### src/rtl/bcd2bin_seq_pkg.sv
// bcd2bin_seq_pkg
//   Shared constants and types for the sequential BCD-to-binary converter.
//   - state_t        : two-state FSM encoding (IDLE, SHIFT)
//   - BCD_MAX_DIGIT  : largest legal BCD digit value
//   - BCD_ADJ        : correction subtracted from a digit field
//   - BCD_THRESH     : digit value at or above which the correction applies
//   - nibble_bad()   : true when a 4-bit field is not a legal BCD digit
package bcd2bin_seq_pkg;

  typedef enum logic {
    IDLE  = 1'b0,
    SHIFT = 1'b1
  } state_t;

  localparam logic [3:0] BCD_MAX_DIGIT = 4'd9;
  localparam logic [3:0] BCD_ADJ       = 4'd3;
  localparam logic [3:0] BCD_THRESH    = 4'd8;

  function automatic logic nibble_bad(input logic [3:0] nib);
    return (nib > BCD_MAX_DIGIT);
  endfunction

endpackage

### src/rtl/bcd2bin_seq_if.sv
// bcd2bin_seq_if
//   Start/done handshake bundle between a requester and bcd2bin_seq.
//   - start   : one-cycle conversion request (requester -> converter)
//   - bcd_in  : packed BCD digits, [3:0] is the least significant digit
//   - busy    : conversion in progress
//   - done    : one-cycle completion pulse
//   - bin_out : binary result, held until the next done
//   - invalid : input contained a nibble greater than 9, held with bin_out
//   Modports: master (requester side), slave (converter side).
interface bcd2bin_seq_if #(
  parameter int DIGITS = 2,
  parameter int BIN_W  = 7
);

  logic                  start;
  logic [4*DIGITS-1:0]   bcd_in;
  logic                  busy;
  logic                  done;
  logic [BIN_W-1:0]      bin_out;
  logic                  invalid;

  modport master (
    output start,
    output bcd_in,
    input  busy,
    input  done,
    input  bin_out,
    input  invalid
  );

  modport slave (
    input  start,
    input  bcd_in,
    output busy,
    output done,
    output bin_out,
    output invalid
  );

endinterface

### src/rtl/bcd2bin_seq_bcd_digit_adj.sv
// bcd_digit_adj
//   Combinational per-digit correction for reverse double-dabble.
//   After a right shift, a digit field that reads 8 or more had a 1 shifted
//   in from the digit above, worth 8 here but only 5 in decimal; subtracting
//   3 restores the decimal weight. The subtraction never borrows because the
//   field is already >= 8.
//   - din  : 4-bit digit field after the shift
//   - dout : corrected digit field
module bcd_digit_adj
  import bcd2bin_seq_pkg::*;
(
  input  logic [3:0] din,
  output logic [3:0] dout
);

  assign dout = (din >= BCD_THRESH) ? (din - BCD_ADJ) : din;

endmodule

### src/rtl/bcd2bin_seq.sv
// bcd2bin_seq
//   Sequential BCD-to-binary converter using reverse double-dabble. One
//   bit is shifted out of the BCD field into the binary field per cycle, and
//   every BCD digit is corrected in parallel in the same cycle. A conversion
//   always takes BIN_W cycles, including for invalid input.
//   - clk : system clock
//   - rst : synchronous active-high reset, aborts any conversion
//   - bus : start/bcd_in in, busy/done/bin_out/invalid out (all registered)
module bcd2bin_seq
  import bcd2bin_seq_pkg::*;
#(
  parameter int DIGITS = 2,
  parameter int BIN_W  = 7
) (
  input  logic            clk,
  input  logic            rst,
  bcd2bin_seq_if.slave    bus
);

  localparam int SH_W  = 4 * DIGITS + BIN_W;
  localparam int CNT_W = $clog2(BIN_W + 1);
  localparam logic [CNT_W-1:0] CNT_LAST = CNT_W'(BIN_W - 1);

  state_t             state_reg;
  logic [SH_W-1:0]    shreg_reg;
  logic [CNT_W-1:0]   cnt_reg;
  logic               err_reg;
  logic               busy_reg;
  logic               done_reg;
  logic [BIN_W-1:0]   bin_reg;
  logic               invalid_reg;

  logic [SH_W-1:0]    shifted;
  logic [SH_W-1:0]    shreg_next;
  logic [DIGITS-1:0]  nib_bad;
  logic               in_err;

  // Legality check of the incoming digits, captured on the accepting edge.
  generate
    for (genvar gi = 0; gi < DIGITS; gi++) begin : g_chk
      assign nib_bad[gi] = nibble_bad(bus.bcd_in[4*gi +: 4]);
    end
  endgenerate

  assign in_err = |nib_bad;

  // One datapath step: logical right shift, then per-digit correction on the
  // BCD part. The binary part below it just receives the shifted bits.
  assign shifted = shreg_reg >> 1;
  assign shreg_next[BIN_W-1:0] = shifted[BIN_W-1:0];

  generate
    for (genvar gi = 0; gi < DIGITS; gi++) begin : g_adj
      bcd_digit_adj u_adj (
        .din  (shifted[BIN_W + 4*gi +: 4]),
        .dout (shreg_next[BIN_W + 4*gi +: 4])
      );
    end
  endgenerate

  always_ff @(posedge clk) begin
    if (rst) begin
      state_reg   <= IDLE;
      shreg_reg   <= '0;
      cnt_reg     <= '0;
      err_reg     <= 1'b0;
      busy_reg    <= 1'b0;
      done_reg    <= 1'b0;
      bin_reg     <= '0;
      invalid_reg <= 1'b0;
    end else begin
      done_reg <= 1'b0;
      case (state_reg)
        IDLE: begin
          if (bus.start) begin
            shreg_reg <= {bus.bcd_in, {BIN_W{1'b0}}};
            err_reg   <= in_err;
            cnt_reg   <= '0;
            busy_reg  <= 1'b1;
            state_reg <= SHIFT;
          end
        end
        SHIFT: begin
          shreg_reg <= shreg_next;
          cnt_reg   <= cnt_reg + 1'b1;
          if (cnt_reg == CNT_LAST) begin
            // Invalid input still runs the full length so timing is constant;
            // only the published result is forced to zero.
            bin_reg     <= err_reg ? '0 : shreg_next[BIN_W-1:0];
            invalid_reg <= err_reg;
            done_reg    <= 1'b1;
            busy_reg    <= 1'b0;
            state_reg   <= IDLE;
          end
        end
        default: state_reg <= IDLE;
      endcase
    end
  end

  assign bus.busy    = busy_reg;
  assign bus.done    = done_reg;
  assign bus.bin_out = bin_reg;
  assign bus.invalid = invalid_reg;

endmodule

### src/flat_wrapper.sv
// flat-port wrapper written by rule: the top's interface ports become plain ports
module bcd2bin_seq_flat import bcd2bin_seq_pkg::*;
#(
  parameter int DIGITS = 2,
  parameter int BIN_W  = 7
)
  (clk, rst, bus_start, bus_bcd_in, bus_busy, bus_done, bus_bin_out, bus_invalid);
  bcd2bin_seq_if #(.DIGITS(DIGITS), .BIN_W(BIN_W)) bus_i ();
  input  logic clk;
  input  logic rst;
  input wire logic [$bits(bus_i.start)-1:0] bus_start;
  input wire logic [$bits(bus_i.bcd_in)-1:0] bus_bcd_in;
  output wire logic [$bits(bus_i.busy)-1:0] bus_busy;
  output wire logic [$bits(bus_i.done)-1:0] bus_done;
  output wire logic [$bits(bus_i.bin_out)-1:0] bus_bin_out;
  output wire logic [$bits(bus_i.invalid)-1:0] bus_invalid;
  assign bus_i.start = bus_start;
  assign bus_i.bcd_in = bus_bcd_in;
  assign bus_busy = bus_i.busy;
  assign bus_done = bus_i.done;
  assign bus_bin_out = bus_i.bin_out;
  assign bus_invalid = bus_i.invalid;
  bcd2bin_seq #(.DIGITS(DIGITS), .BIN_W(BIN_W)) u_core (.clk(clk), .rst(rst), .bus(bus_i));
endmodule
### config.mk
export PLATFORM = sky130hd
export DESIGN_NAME = bcd2bin_seq_flat
export DESIGN_NICKNAME = d
export VERILOG_FILES = /design/src/rtl/bcd2bin_seq_pkg.sv /design/src/rtl/bcd2bin_seq_if.sv /design/src/rtl/bcd2bin_seq_bcd_digit_adj.sv /design/src/rtl/bcd2bin_seq.sv /design/src/flat_wrapper.sv
export SDC_FILE = /design/constraint.sdc
export NUM_CORES = 1
export LEC_CHECK = 0
export ABC_AREA = 1
export CAP_MARGIN = 25
export CELL_PAD_IN_SITES_DETAIL_PLACEMENT = 2
export CELL_PAD_IN_SITES_GLOBAL_PLACEMENT = 2
export CORE_MARGIN = 2
export CORE_UTILIZATION = 31
export DETAILED_ROUTE_END_ITERATION = 8
export PLACE_DENSITY_LB_ADDON = 0.1
export SLEW_MARGIN = 0
export SYNTH_ARGS = -nofsm -noshare
export SYNTH_HDL_FRONTEND = slang
export SYNTH_SLANG_ARGS = --single-unit
export TNS_END_PERCENT = 5
### constraint.sdc
create_clock -name clk -period 2.04 [get_ports clk]
set_clock_uncertainty 0.15 [all_clocks]
set_input_delay 0.408 -clock clk [delete_from_list [all_inputs] [get_ports clk]]
set_output_delay 0.408 -clock clk [all_outputs]
set_load 0.05 [all_outputs]
# [Yosys cells after proc, flatten, opt, wreduce, memory -nomap -nowiden]
# Index checks and enable logic that the tools add are counted.
[word_totals] ff_bits=30 latch_bits=0 ram_bits=0 rom_bits=0 in_bits=11 out_inout_bits=10 elab_cells=38 n_memories=0
[op_classes] add_sub_neg=3 multipliers=0 div_mod_pow=0 order_cmp=4 n_eq_ne=3 shift=0 mux=14 bitwise=1 n_reduce_logical=5
[op_table] cell="one-hot mux 15 bit (2 select lines)" n=1
[op_table] cell="2-to-1 mux 15 bit" n=1
[op_table] cell="> comparator 4 bit, second input constant" n=2
[op_table] cell="2-to-1 mux 4 bit" n=2
[op_table] cell="2-to-1 mux 7 bit" n=1
[op_table] cell="one-hot mux 3 bit (2 select lines)" n=1
[op_table] cell="AND reduction 2 bit" n=3
[op_table] cell="2-to-1 mux 1 bit" n=5
[op_table] cell="greater-or-equal comparator 3 x 4 -> 1 bit, second input constant" n=1
[op_table] cell="greater-or-equal comparator 4 bit, second input constant" n=1
[op_table] cell="inequality test 2 bit, second input constant" n=2
[op_table] cell="one-hot mux 1 bit (2 select lines)" n=2
[op_table] cell="OR reduction 2 bit" n=2
[op_table] cell="subtractor 3 x 2 -> 4 bit, second input constant" n=1
[op_table] cell="subtractor 4 x 2 -> 4 bit, second input constant" n=1
[op_table] cell="adder 3 x 1 -> 3 bit, second input constant" n=1
[op_table] cell="equality test 3 bit, second input constant" n=1
[op_table] cell="2-to-1 mux 3 bit" n=1
[op_table] cell="NOT 1 bit" n=1

# [Logic depth before layout (Yosys ltp)]
# Gate-level depths: netlist (run 1).
[depth] depth_word=3 depth_mapped=7

# [By module]
# Synthesis (run 1) repeated with hierarchy kept, for this count alone.
[hier_totals] cells_unflattened=189 area_unflattened_um2=1392.6
[modules_own_cells] mod="bcd2bin_seq" instances=1 cells_each=157 area_per_inst_um2=1214.9 seq_area_each_um2=580.6
[modules_own_cells] mod="bcd_digit_adj" instances=2 cells_each=16 area_per_inst_um2=88.8 seq_area_each_um2=0.0

# [Worst setup path before layout (run 1)]
# No wires, ideal clock.
[synth_timing] path_kind="reg2reg" from="register u_core.cnt_reg[0]" to="register u_core.bin_reg[1] (netlist: u_core.bus.bin_out[1])" setup_ns=0.074 arrival_ns=0.970 t_required_ns=1.816 path_slack_ns=0.846 stages_incl_launch_ff=8 cell_sequence="dfxtp_1 -> inv_1 -> ha_1 -> nand2_1 -> inv_1 -> nand2_1 -> nand3_1 -> o21ai_0"
[synth_between] elab_chain_cells=2
[synth_lines] element="start: declaration" line="bcd2bin_seq.sv:26" rtl="logic [CNT_W-1:0] cnt_reg;"
[synth_lines] element="start signal: assignment" line="bcd2bin_seq.sv:85" rtl="cnt_reg <= cnt_reg + 1'b1;"
[synth_lines] element="equality test 3 bit" line="bcd2bin_seq.sv:86" rtl="if (cnt_reg == CNT_LAST) begin"
[synth_lines] element="AND reduction 2 bit (no source line)"
[synth_lines] element="end signal: assignment" line="bcd2bin_seq.sv:89" rtl="bin_reg <= err_reg ? '0 : shreg_next[BIN_W-1:0];"
[synth_lines] element="end: declaration" line="bcd2bin_seq.sv:30" rtl="logic [BIN_W-1:0] bin_reg;"
# Every way passes these cells.
# A chain may end at the register's enable or synchronous reset.

# [Worst setup path after layout (run 1)]
[layout_timing] from="register u_core.done_reg (netlist: u_core.bus.done)" to="output port bus_done"
[layout_rtl] element="start: declaration" line="bcd2bin_seq.sv:29" rtl="logic done_reg;"
[layout_rtl] element="start signal: assignment" line="bcd2bin_seq.sv:68" rtl="done_reg <= 1'b0;"
[layout_rtl] element="start signal: assignment" line="bcd2bin_seq.sv:72" rtl="done_reg <= 1'b0;"
[layout_rtl] element="start signal: assignment" line="bcd2bin_seq.sv:91" rtl="done_reg <= 1'b1;"
[layout_rtl] element="end: declaration" line="flat_wrapper.sv:14" rtl="output wire logic [$bits(bus_i.done)-1:0] bus_done;"
# No word-level cell between the ends.

==> run_results.csv, run 1 <==
group,metric,value,unit
power,swShare,26.8,%
detailed_routing,drc,0,
global_route,grt_max_degree,18,
floorplan,core,3740,sq um
detailed_routing,drt-wirelength-per-cell,14.7,um
critical_path,startpoint_type,"flip-flop",
floorplan,num_rows,22,
yosys,syn_inst,162,
detailed_routing,routed_wl,3460,um
critical_path,criticalPathCategory,"flip-flop to primary output",
finish,n_antenna_cell,0,
worst_hold_path,hold_class,"flip-flop to flip-flop",
finish,drive_above_1_share,12.2,%
placed_design,dp_cells,228,
power,p_seq_share,50.9,%
timing,setup-tns-final,0,ps
floorplan,die_h,66.9,um
floorplan,io_pins,21,
finish,final_cell_count_no_fill,236,
timing,finalSetupViolCount,0,
yosys,ys_warn_count,0,
power,clkPwrFrac,39.0,%
clock_network,cts_max_level,2,
clock_network,cts_buffers,5,
clock_network,postCtsHoldBufs,0,
finish,area.growth.synth_to_final,25.3,%
finish,fillers,464,
power,p_per_area,771,nW/um^2
critical_path,required,1480,ps
clock_network,clk_latency,280,ps
clock_network,cts_resized,0,
job,cap_violations,0,
clock_network,clock-sinks,29,
placed_design,dpl.hpwl,2480,um
yosys,postSynthAreaPerCell,7.56,sq um
critical_path,path_buf_inv,1,
timing,min_period,1920,ps
global_route,grt_pass1_wl,6040,um
floorplan,initial_utilization,32.7,%
timing,worst_pin_slew,490,ps
global_route,grt_pass1_vias,1245,
finish,finalNetCount,202,
yosys,syn-num-nets,177,
detailed_routing,drt_pass1_iterations,4,
global_route,antenna_found_initial,0,
clock_network,clk_pin_slew,70,ps
timing,maxSlewHeadroom,67.3,%
power,peakVddDrop,0.370,mV
timing,rsz0062_at_grt,"no",
yosys,yosys.area.top_type,"dfxtp_1",
clock_network,clockRootBuffer,"clkbuf_8",
finish,layout_common_cells,"nand2_1 (49), dfxtp_1 (29), inv_1 (19), nand3_1 (18), buf_4 (12)",
detailed_routing,drtIter0Drc,39,
yosys,synth_cell_types,20,
placed_design,port-buffer-count,20,
power,power_frac_comb,10.1,%
timing,drv_slew,0,
placed_design,place_congestion,0.769,
detailed_routing,vias_per_cell,4.81,
global_route,track_usage,18.3,%
yosys,ys_seq_area_share,47.4,%
yosys,yosys-top-cells-area,"dfxtp_1 (47%), nand2_1 (15%), nand3_1 (7.4%), inv_1 (5.8%), a21oi_1 (4.5%)",
critical_path,crit_family,"buffers and inverters",
yosys,ys_ff_latch,29,
critical_path,slowest_delay,790,ps
finish,layout_commonest_cell,"nand2_1",
global_route,grt-ovfl-total,0,
critical_path,crit_fanout,1,
detailed_routing,vias,1135,
critical_path,timing.critical_path.arrival,1370,ps
yosys,synthesis.area,1220,sq um
timing,fmax,520,MHz
timing,min_period_over_period,94.4,%
finish,largest_reg_flops,14,
clock_network,clockBufferDepth,2,
yosys,synth_top_area_share,47.4,%
clock_network,post_cts_buffers,0,
power,switchingPower,317,uW
detailed_routing,ant_nets,0,
power,p_int,867,uW
clock_network,cts_tree,"done",
critical_path,worstSetupEndpointType,"primary output",
floorplan,die-area,4470,sq um
critical_path,path_cells,"clkdlybuf4s50_1",
floorplan,die_w,66.9,um
critical_path,crit_slowest_cell,"clkdlybuf4s50_1",
power,p_leak,0.000668,uW
run_status,status,"finished clean",
timing,final_hold_viol_count,0,
[worst register-to-register path: cells and delay by family (launching register included)]
kind	cells	cell delay [ps]
AOI/OAI and AO/OA	1	100
DFF	1	630
and+or+nand+nor	2	560
[through the flow]
stage / util (%) / power, uW / area (sq um) / hold WS [ps] / setup slack [ps]
after floorplan: - / 684 / 1220 / 289 / 846
after global placement: 38.7 / 729 / 1450 / 303 / 245
after detailed placement: 38.7 / 737 / 1450 / 311 / 175
after CTS: 41.0 / 1200 / 1540 / 327 / 105
after global routing: 41.0 / 1250 / 1540 / 356 / 85.6
final: 41.0 / 1180 / 1540 / 325 / 115
[power by group through the flow]
| stage | Combinational, uW | Clock [uW] | Sequential [uW] |
|---|---|---|---|
| global route | 136 | 505 | 605 |
| floorplan | 72.6 | 0 | 611 |
| finish | 119 | 462 | 603 |
| detailed placement | 121 | 0 | 616 |
| global placement | 114 | 0 | 615 |
| CTS | 122 | 477 | 604 |
[path summary, 6_finish.rpt]
check | startpoint | to | slack [ps] | cells past startpoint
worst min-delay path | u_core.shreg_reg[5]$_SDFFE_PP0P_ | u_core.shreg_reg[5]$_SDFFE_PP0P_ | 330 | 2
worst max-delay path | u_core.bus.done$_SDFF_PP0_ | bus_done | 120 | 1
worst max register to register | u_core.state_reg$_SDFF_PP0_ | u_core.bus.invalid$_SDFFE_PP0P_ | 480 | 3
worst min register to register | u_core.shreg_reg[5]$_SDFFE_PP0P_ | u_core.shreg_reg[5]$_SDFFE_PP0P_ | 330 | 2
[layout make-up]
type	instances	area (sq um)	area share, %
clock buffer	5	68.8	4.48
clock inverter	3	17.5	1.14
inverter	20	75.1	4.89
multi-input combinational	108	533	34.7
sequential	29	581	37.8
tap	48	60.1	3.91
timing repair buffer	23	200	13.0
[per-layer routing]
metal / wire length (um) / global-route usage [%] / vias to the layer above
met5: 0 / 0 / -
met4: 35 / 4.59 / 0
met3: 97 / 4.56 / 7
met2: 1760 / 33.1 / 17
met1: 1570 / 21.4 / 549
li1: - / - / 562
[Yosys cell counts]
cell type / number
o21ai_0: 9
dfxtp_1: 29
buf_6: 2
inv_1: 19
or2_1: 1
nand3b_1: 1
clkbuf_1: 1
a21oi_1: 11
nand3_1: 18
ha_1: 4
o21bai_1: 1
o211ai_1: 2
and3_1: 1
nor2_1: 6
a31oi_1: 2
nand2_1: 49
xnor2_1: 1
inv_2: 1
buf_2: 2
nor2_4: 2
[cell families (layout without fill, tap and decap cells)]
logic type | Yosys count | in the layout | share of synthesized area [%]
compound gates | 25 | 25 | 11.0
xor+xnor | 1 | 1 | 0.715
fa+ha+maj | 4 | 4 | 4.09
buf+inv | 25 | 51 | 9.09
flops | 29 | 29 | 47.4
simple gates | 78 | 78 | 27.7
Power figures use the tool's default switching activity.
==> run 2: changes to the inputs <==
- CELL_PAD_IN_SITES_DETAIL_PLACEMENT: 2 -> default
- CELL_PAD_IN_SITES_GLOBAL_PLACEMENT: 2 -> default
- CORE_UTILIZATION: 31 -> 45
- PLACE_DENSITY: default -> 0.7
- PLACE_DENSITY_LB_ADDON: 0.1 -> default
==> run 2 against run 1 <==
  * Worst hold slack lost 7.6 ps
  * Global-route usage is 0.48 points lower
  * Highest routed layer unchanged
  * Combinational power down 5%
  * Sequential power about the same
  * Register-to-register slack gained 90 ps
  * Power up 1.9%
  * Largest power group unchanged
==> run_results.csv, run 2 (same netlist as run 1, synthesis figures left out) <==
group,metric,value,unit
finish,largest_reg_flops,14,
clock_network,clockRootBuffer,"clkbuf_4",
job,cap_violations,0,
worst_hold_path,hold_class,"flip-flop to flip-flop",
detailed_routing,routed_wl,2520,um
placed_design,dpl.hpwl,1860,um
clock_network,cts_buffers,5,
detailed_routing,drt_pass1_iterations,4,
run_status,status,"finished clean",
clock_network,clk_latency,330,ps
critical_path,cp-startpoint,"u_core.bus.done$_SDFF_PP0_",
floorplan,die_w,56.2,um
finish,drive_above_1_share,10.1,%
global_route,grt_max_degree,18,
finish,n_antenna_cell,0,
timing,worst_pin_slew,540,ps
floorplan,die_h,56.2,um
clock_network,cts_max_level,2,
timing,final_hold_viol_count,0,
floorplan,core,2520,sq um
power,p_leak,0.000709,uW
critical_path,timing.critical_path.arrival,1430,ps
timing,maxSlewHeadroom,64.0,%
timing,finalSetupViolCount,0,
clock_network,clockBufferDepth,2,
critical_path,crit_slowest_cell,"clkdlybuf4s50_1",
timing,setup-tns-final,0,ps
placed_design,dpl_worst_slack,226,ps
finish,finalNetCount,203,
critical_path,path_cells,"clkdlybuf4s50_1",
global_route,top_usage_layer,"met2",
detailed_routing,drc,0,
critical_path,criticalPathCategory,"flip-flop to primary output",
finish,layout_commonest_cell,"nand2_1",
critical_path,required,1480,ps
critical_path,path_buf_inv,1,
global_route,grt_pass1_wl,4330,um
critical_path,worstSetupEndpointType,"primary output",
finish,layout_common_cells,"nand2_1 (49), dfxtp_1 (29), inv_1 (19), nand3_1 (18)",
global_route,antenna_found_initial,0,
power,peakVddDrop,0.610,mV
timing,worst_slack,49.8,ps
timing,drv_slew,0,
global_route,grt_pass1_vias,1019,
power,p_per_area,788,nW/um^2
finish,fillers,231,
timing,rsz0062_at_grt,"no",
timing,min_period,1990,ps
detailed_routing,ant_nets,0,
global_route,grt_util_met2,28.6,%
detailed_routing,drtIter0Drc,23,
placed_design,place_congestion,0.783,
clock_network,clk_pin_slew,100,ps
critical_path,r2r_start,"u_core.state_reg$_SDFF_PP0_",
floorplan,initial_utilization,48.6,%
global_route,track_usage,17.8,%
global_route,met1_usage,21.3,%
detailed_routing,vias,1092,
floorplan,io_pins,21,
floorplan,die-area,3160,sq um
clock_network,clock-sinks,29,
timing,fmax,502,MHz
clock_network,post_cts_buffers,0,
global_route,grt-ovfl-total,0,
global_route,use_met3,7.21,%
worst_hold_path,hold_start,"u_core.shreg_reg[1]$_SDFFE_PP0P_",
critical_path,crit_family,"buffers and inverters",
clock_network,cts_tree,"done",
critical_path,startpoint_type,"flip-flop",
timing,whs,317,ps
finish,final_util,60.7,%
detailed_routing,drt-wirelength-per-cell,11.5,um
critical_path,slowest_delay,790,ps
detailed_routing,vias_per_cell,4.99,
placed_design,port-buffer-count,20,
critical_path,crit_fanout,1,
finish,area.growth.synth_to_final,25.0,%
floorplan,num_rows,18,
timing,min_period_over_period,97.6,%
-- run 2: cell count changes in the layout (fill, tap and decap cells not counted) --
cell and change:
clkbuf_4 +5, clkbuf_8 -4, buf_4 -3, clkinv_2 -2
dlygate4sd2_1 +2, dlymetal6s2s_1 +2, bufinv_16 +1, clkbuf_1 +1
clkinvlp_4 -1
-- run 2: metrics by stage --
stage,instance area [sq um],std cells,total power (uW)
6_report,1530,219,1210
5_1_grt,1530,219,1270
4_1_cts,1530,219,1220
3_5_place_dp,1440,211,728
3_3_place_gp,1440,211,725
2_1_floorplan,1220,162,684
-- run 2: path summary, 6_finish.rpt --
kind                                        endpoint  slack, ps  cells past startpoint
setup / recovery                            bus_done         50                      1
hold / removal      u_core.shreg_reg[1]$_SDFFE_PP0P_        320                      2
setup reg to reg  u_core.bus.bin_out[3]$_SDFFE_PP0P_        570                      3
hold reg to reg     u_core.shreg_reg[1]$_SDFFE_PP0P_        320                      2
-- run 2: per-layer routing --
layer  vias up  wire length, um
met5         -                0
li1        568                -
met4         0               39
met3         5              144
met1       490             1180
met2        29             1160
-- run 2: what timing repair did --
action                     in CTS  in global routing
setup endpoints to repair       2                  2
pin swaps                       0                  0
resized for setup               2                  2
hold buffers                    0                  0
-- run 2: cell type report --
type	instances	area (sq um)	area share, %
Clock buffer	7	55.1	3.59
Clock inverter	1	30.0	1.96
Inverter	20	75.1	4.90
Multi-Input combinational cell	108	533	34.8
Sequential cell	29	581	37.9
Tap cell	30	37.5	2.45
Timing Repair Buffer	24	220	14.4
-- run 2: where the power goes --
part           total, uW  switching, uW  internal (uW)
logic                113           63.6           49.1
clock network        492            199            293
registers            602           18.6            583
